[config.mk]
export PLATFORM = sky130hd
export DESIGN_NAME = neuron_update_scheduler
export DESIGN_NICKNAME = d
export VERILOG_FILES = /design/src/rtl/neuron_update_scheduler.sv
export SDC_FILE = /design/constraint.sdc
export NUM_CORES = 1
export LEC_CHECK = 0
export ABC_AREA = 1
export CAP_MARGIN = 30
export CORE_AREA = 2 2 115 117
export CTS_CLUSTER_DIAMETER = 60
export DETAILED_ROUTE_END_ITERATION = 16
export DIE_AREA = 0 0 117 119
export MAX_ROUTING_LAYER = met4
export PLACE_DENSITY = 0.77
export SYNTH_ARGS = -nofsm -noshare
export SYNTH_HDL_FRONTEND = slang
export SYNTH_SLANG_ARGS = --single-unit
[constraint.sdc]
create_clock -name CLK -period 2.25 [get_ports CLK]
set_clock_uncertainty 0.15 [all_clocks]
set_input_delay 0.675 -clock CLK [delete_from_list [all_inputs] [get_ports CLK]]
set_output_delay 0.675 -clock CLK [all_outputs]
set_load 0.005 [all_outputs]
[src/rtl/neuron_update_scheduler.sv]
// neuron_update_scheduler: sweeps one shared neuron-update datapath over all virtual neurons per TICK
module neuron_update_scheduler #(
  parameter int NUM_NEURONS = 16,
  parameter int IDX_W       = 4,
  parameter int DP_LATENCY  = 2,
  parameter int FIFO_DEPTH  = 4
) (
  input  logic             CLK,
  input  logic             RESET_N,
  input  logic             TICK,
  output logic             BUSY,
  output logic             DONE,
  output logic             OVERRUN,
  output logic [IDX_W-1:0] MEM_ADDR,
  output logic             MEM_RD,
  input  logic [63:0]      MEM_RDATA,
  output logic             MEM_WR,
  output logic [63:0]      MEM_WDATA,
  output logic             DP_VALID_IN,
  output logic [31:0]      DP_V_IN,
  output logic [31:0]      DP_U_IN,
  input  logic [31:0]      DP_V_OUT,
  input  logic [31:0]      DP_U_OUT,
  input  logic             DP_SPIKED,
  output logic             SPIKE_VALID,
  output logic [IDX_W-1:0] SPIKE_IDX,
  input  logic             SPIKE_READY
);
  localparam int CW = $clog2(DP_LATENCY + 1);
  localparam int PW = $clog2(FIFO_DEPTH);
  typedef enum logic [2:0] {IDLE, READ, ISSUE, WAIT, WRITE, FIN} state_t;
  state_t           state_q, state_d;
  logic [IDX_W-1:0] idx_q, idx_d;
  logic [CW-1:0]    cnt_q, cnt_d;
  logic [31:0]      v_res_q, v_res_d, u_res_q, u_res_d;
  logic             spk_q, spk_d, ovr_q, ovr_d;
  logic [IDX_W-1:0] fifo_q [FIFO_DEPTH];
  logic [IDX_W-1:0] fifo_d [FIFO_DEPTH];
  logic [PW:0]      wp_q, wp_d, rp_q, rp_d;
  logic             empty, full, pop, push, stall, last_wait, last_idx;
  assign empty     = wp_q == rp_q;
  assign full      = (wp_q[PW-1:0] == rp_q[PW-1:0]) && (wp_q[PW] != rp_q[PW]);
  assign pop       = !empty && SPIKE_READY;
  // a spiking write may only commit when its index can enter the FIFO on the same edge
  assign stall     = state_q == WRITE && spk_q && full && !pop;
  assign push      = state_q == WRITE && spk_q && !stall;
  assign last_wait = cnt_q == CW'(DP_LATENCY - 1);
  assign last_idx  = idx_q == IDX_W'(NUM_NEURONS - 1);
  always_ff @(posedge CLK or negedge RESET_N) begin
    if (!RESET_N) begin
      state_q <= IDLE;
      idx_q   <= '0;
      cnt_q   <= '0;
      v_res_q <= '0;
      u_res_q <= '0;
      spk_q   <= 1'b0;
      ovr_q   <= 1'b0;
      fifo_q  <= '{default: '0};
      wp_q    <= '0;
      rp_q    <= '0;
    end else begin
      state_q <= state_d;
      idx_q   <= idx_d;
      cnt_q   <= cnt_d;
      v_res_q <= v_res_d;
      u_res_q <= u_res_d;
      spk_q   <= spk_d;
      ovr_q   <= ovr_d;
      fifo_q  <= fifo_d;
      wp_q    <= wp_d;
      rp_q    <= rp_d;
    end
  end
  always_comb begin
    state_d = state_q;
    idx_d   = idx_q;
    cnt_d   = cnt_q;
    v_res_d = v_res_q;
    u_res_d = u_res_q;
    spk_d   = spk_q;
    ovr_d   = TICK && state_q != IDLE;
    fifo_d  = fifo_q;
    wp_d    = wp_q;
    rp_d    = rp_q;
    case (state_q)
      IDLE:  state_d = TICK ? READ : IDLE;
      READ:  state_d = ISSUE;
      ISSUE: begin
        state_d = WAIT;
        cnt_d   = '0;
      end
      WAIT: begin
        cnt_d = cnt_q + 1'b1;
        if (last_wait) begin
          state_d = WRITE;
          v_res_d = DP_V_OUT;
          u_res_d = DP_U_OUT;
          spk_d   = DP_SPIKED;
        end
      end
      WRITE: if (!stall) begin
        state_d = last_idx ? FIN : READ;
        idx_d   = last_idx ? '0 : idx_q + 1'b1;
      end
      default: state_d = IDLE;
    endcase
    if (push) begin
      fifo_d[wp_q[PW-1:0]] = idx_q;
      wp_d = wp_q + 1'b1;
    end
    if (pop) rp_d = rp_q + 1'b1;
  end
  always_comb begin
    BUSY        = state_q != IDLE;
    DONE        = state_q == FIN;
    OVERRUN     = ovr_q;
    MEM_ADDR    = idx_q;
    MEM_RD      = state_q == READ;
    MEM_WR      = state_q == WRITE && !stall;
    MEM_WDATA   = {v_res_q, u_res_q};
    DP_VALID_IN = state_q == ISSUE;
    DP_V_IN     = state_q == ISSUE ? MEM_RDATA[63:32] : '0;
    DP_U_IN     = state_q == ISSUE ? MEM_RDATA[31:0] : '0;
    SPIKE_VALID = !empty;
    SPIKE_IDX   = fifo_q[rp_q[PW-1:0]];
  end
endmodule
==> metrics.yaml <==
yosysUniqueCellTypes: 26
fin_util: 0.6545
area_delta_synth_final_pct: 77.28
synth_common_cells: "203 x nand2_1, 97 x dfrtp_1, 81 x inv_1, 81 x nor2_1, 79 x nand3_1"
antenna_cells: 0
drive_gt1_frac: 0.2304
synth_top_area_share: 0.5107
ys.flop_type: "dfrtp_1"
ir_drop_mv: 0.7487
crit-reg2reg-launch: "state_q[0]"
ys_ff_latch: 97
setup_ws_ps: -179.8
synth_most_common_cell: "nand2_1"
required_ps: 1420
drc_errors: 0
insertion_delay_ps: 340
arrival_ps: 1600
yosys-top-cells-area: "dfrtp_1 51%, nand2_1 16%, nand3_1 8.3%"
cts_sinks: 97
timing_worst_setup_path_type: "reg2out"
post-route-period-util: 1.080
critPathMaxFanout: 5
reg2reg_to: "fifo_q[11]"
dieArea_mm2: 0.01392
hpwl_mm: 10.84
vias_per_cell: 4.559
status: "complete, but fails checks"
ant_nets: 0
cp-end-kind: "output port"
chipWidth_um: 117
h-tree-depth: 3
hold_violations: 0
io_pins: 276
design_area_mm2: 0.008427
cpLargestDelayFamily: "buffers and inverters"
synthCells: 633
slew_viol_final: 0
fillers: 1097
synth_nets: 773
power_mw: 10.58
root_buffer: "clkbuf_16"
holdBufCountCts: 0
routed_wirelength_mm: 15.76
gp_congestion: 0.8525
layout_min_cycle_time_ps: 2430
slowest_delay_ps: 420
core_area_mm2: 0.01287
grt_pass1_vias: 4984
worstMarginPinSlew_ps: 404.2
synth_warnings: 0
clk_pin_slew_ps: 70
netlist_area_mm2: 0.004753
wire_per_inst_um: 13.93
grt_usage: 0.2341
multi_input_area_mm2: 0.002059
p_leak_nw: 4.448
rr_worst_depth: 9
dr_total_vias: 5156
fmax_mhz: 411.6
yosysSeqAreaShare: 0.5107
critical_path.startpoint: "state_q[0]"
power_density_mw_per_mm2: 1256
cts_made_buffers: 9
yosys.area.top_type: "dfrtp_1"
cp_common_cell: "buf_6"
start_kind: "flop"
hold_path_class: "in2async"
final.setup.tns_ps: -5762
path_cells: "nor2_4, nand2_8, buf_16, buf_6, buf_6, nor2_4, buf_6"
start_util: 0.3692
syn_area_per_cell_um2: 7.509
synth_edf_count: 0
grt_pass1_wl_mm: 25.18
violations: "setup timing"
grt_overflow: 0
seq_area_mm2: 0.002429
critical_path_buf_inv_count: 4
slew_headroom: 0.7305
setup_viol: 61
rsz0062_at_grt: "true"
ys_async_sr_fraction: 1.000
drt-initial-drc-count: 273
worst-r2r-setup-slack_ps: 400
clk_path_buf_depth: 2
first_pass_iters: 4
num_rows: 42
critical-path-slowest-cell: "dfrtp_1"
fin_nets: 1090
io_buffer_count: 275
place_area_mm2: 0.007891
grt_max_degree: 47
die-height_um: 119
antenna_found_initial: 0
tritoncts: "done"
drv_cap: 0
## sequential cells by signal, summed over array words and instances, names as in the netlist
register,cells
MEM_ADDR,4
OVERRUN,1
cnt_q,2
fifo_q,16
rp_q,3
spk_q,1
state_q,3
u_res_q,32
v_res_q,32
wp_q,3
## how the worst max path moves through the flow
| stage | end | depth (start not counted) |
|---|---|---|
| 5_1_grt | DP_U_IN[4] | 7 |
| 3_5_place_dp | MEM_WR | 8 |
| 2_1_floorplan | MEM_WR | 6 |
| 3_3_place_gp | MEM_WR | 8 |
| 6_report | DP_U_IN[4] | 7 |
| 4_1_cts | MEM_WR | 8 |
## placed cells by master (no fill, tap or decap), drive strengths merged, types with 3 or more instances in the layout
master / instances
a21oi: 4
buf: 133
clkbuf: 19
clkdlybuf4s50: 197
dfrtp: 97
dlygate4sd2: 3
ha: 7
inv: 86
nand2: 204
nand3: 80
nand4: 18
nor2: 82
o21ai: 11
o22ai: 5
## power by group
part / switching, mW / internal (mW)
logic: 2.85 / 3.25
clock network: 0.666 / 0.873
registers: 0.450 / 2.50
## worst register-to-register path, cell delays in order, from the launching register on
cell     delay [ps]
dfrtp_1         420
buf_6           140
nor2_4           90
nand3_2          90
buf_4           140
inv_1           150
buf_4           250
nand3_1         170
nand2_1         110
nand2_1          50
## cells by family (layout without fill, tap and decap cells)
| group | after synthesis | after routing | share of synthesized area |
|---|---|---|---|
| AO/OA/AOI/OAI | 21 | 21 | 0.02395 |
| XOR/XNOR | 2 | 2 | 0.003686 |
| adder cells (fa/ha/maj) | 7 | 7 | 0.01843 |
| buffers and inverters | 119 | 441 | 0.1032 |
| flip-flops | 97 | 97 | 0.5107 |
| AND/OR/NAND/NOR | 387 | 387 | 0.3401 |
## layer usage
layer | GRT usage | wire length [um]
met1 | 0.2941 | 6599
met3 | 0.05394 | 979
met4 | 0.07059 | 285
met5 | - | 0
met2 | 0.3764 | 7893
## metrics by stage
stage	setup WS (ps)	instances	hold slack [ps]
4_1_cts	-280.0	1123	20.36
3_5_place_dp	-729.8	1087	307.6
6_report	-179.8	1131	31.10
5_1_grt	-249.2	1131	23.65
3_3_place_gp	-734.3	1087	302.0
2_1_floorplan	237.3	633	229.4
## area by class of cell
type / instances / area share
multi-input combinational: 417 / 0.2444
tap: 176 / 0.02613
timing repair buffer: 341 / 0.3687
clock buffer: 11 / 0.02762
sequential: 97 / 0.2882
clock inverter: 5 / 0.007572
inverter: 84 / 0.03742
## repair_timing
action / in CTS / in global routing
gates resized for setup: 335 / 60
pin swaps: 6 / 12
buffers inserted: 16 / 9
cloned: 4 / 2
setup endpoints to repair: 74 / 73
No activity file was read; power rests on OpenSTA's default activity.
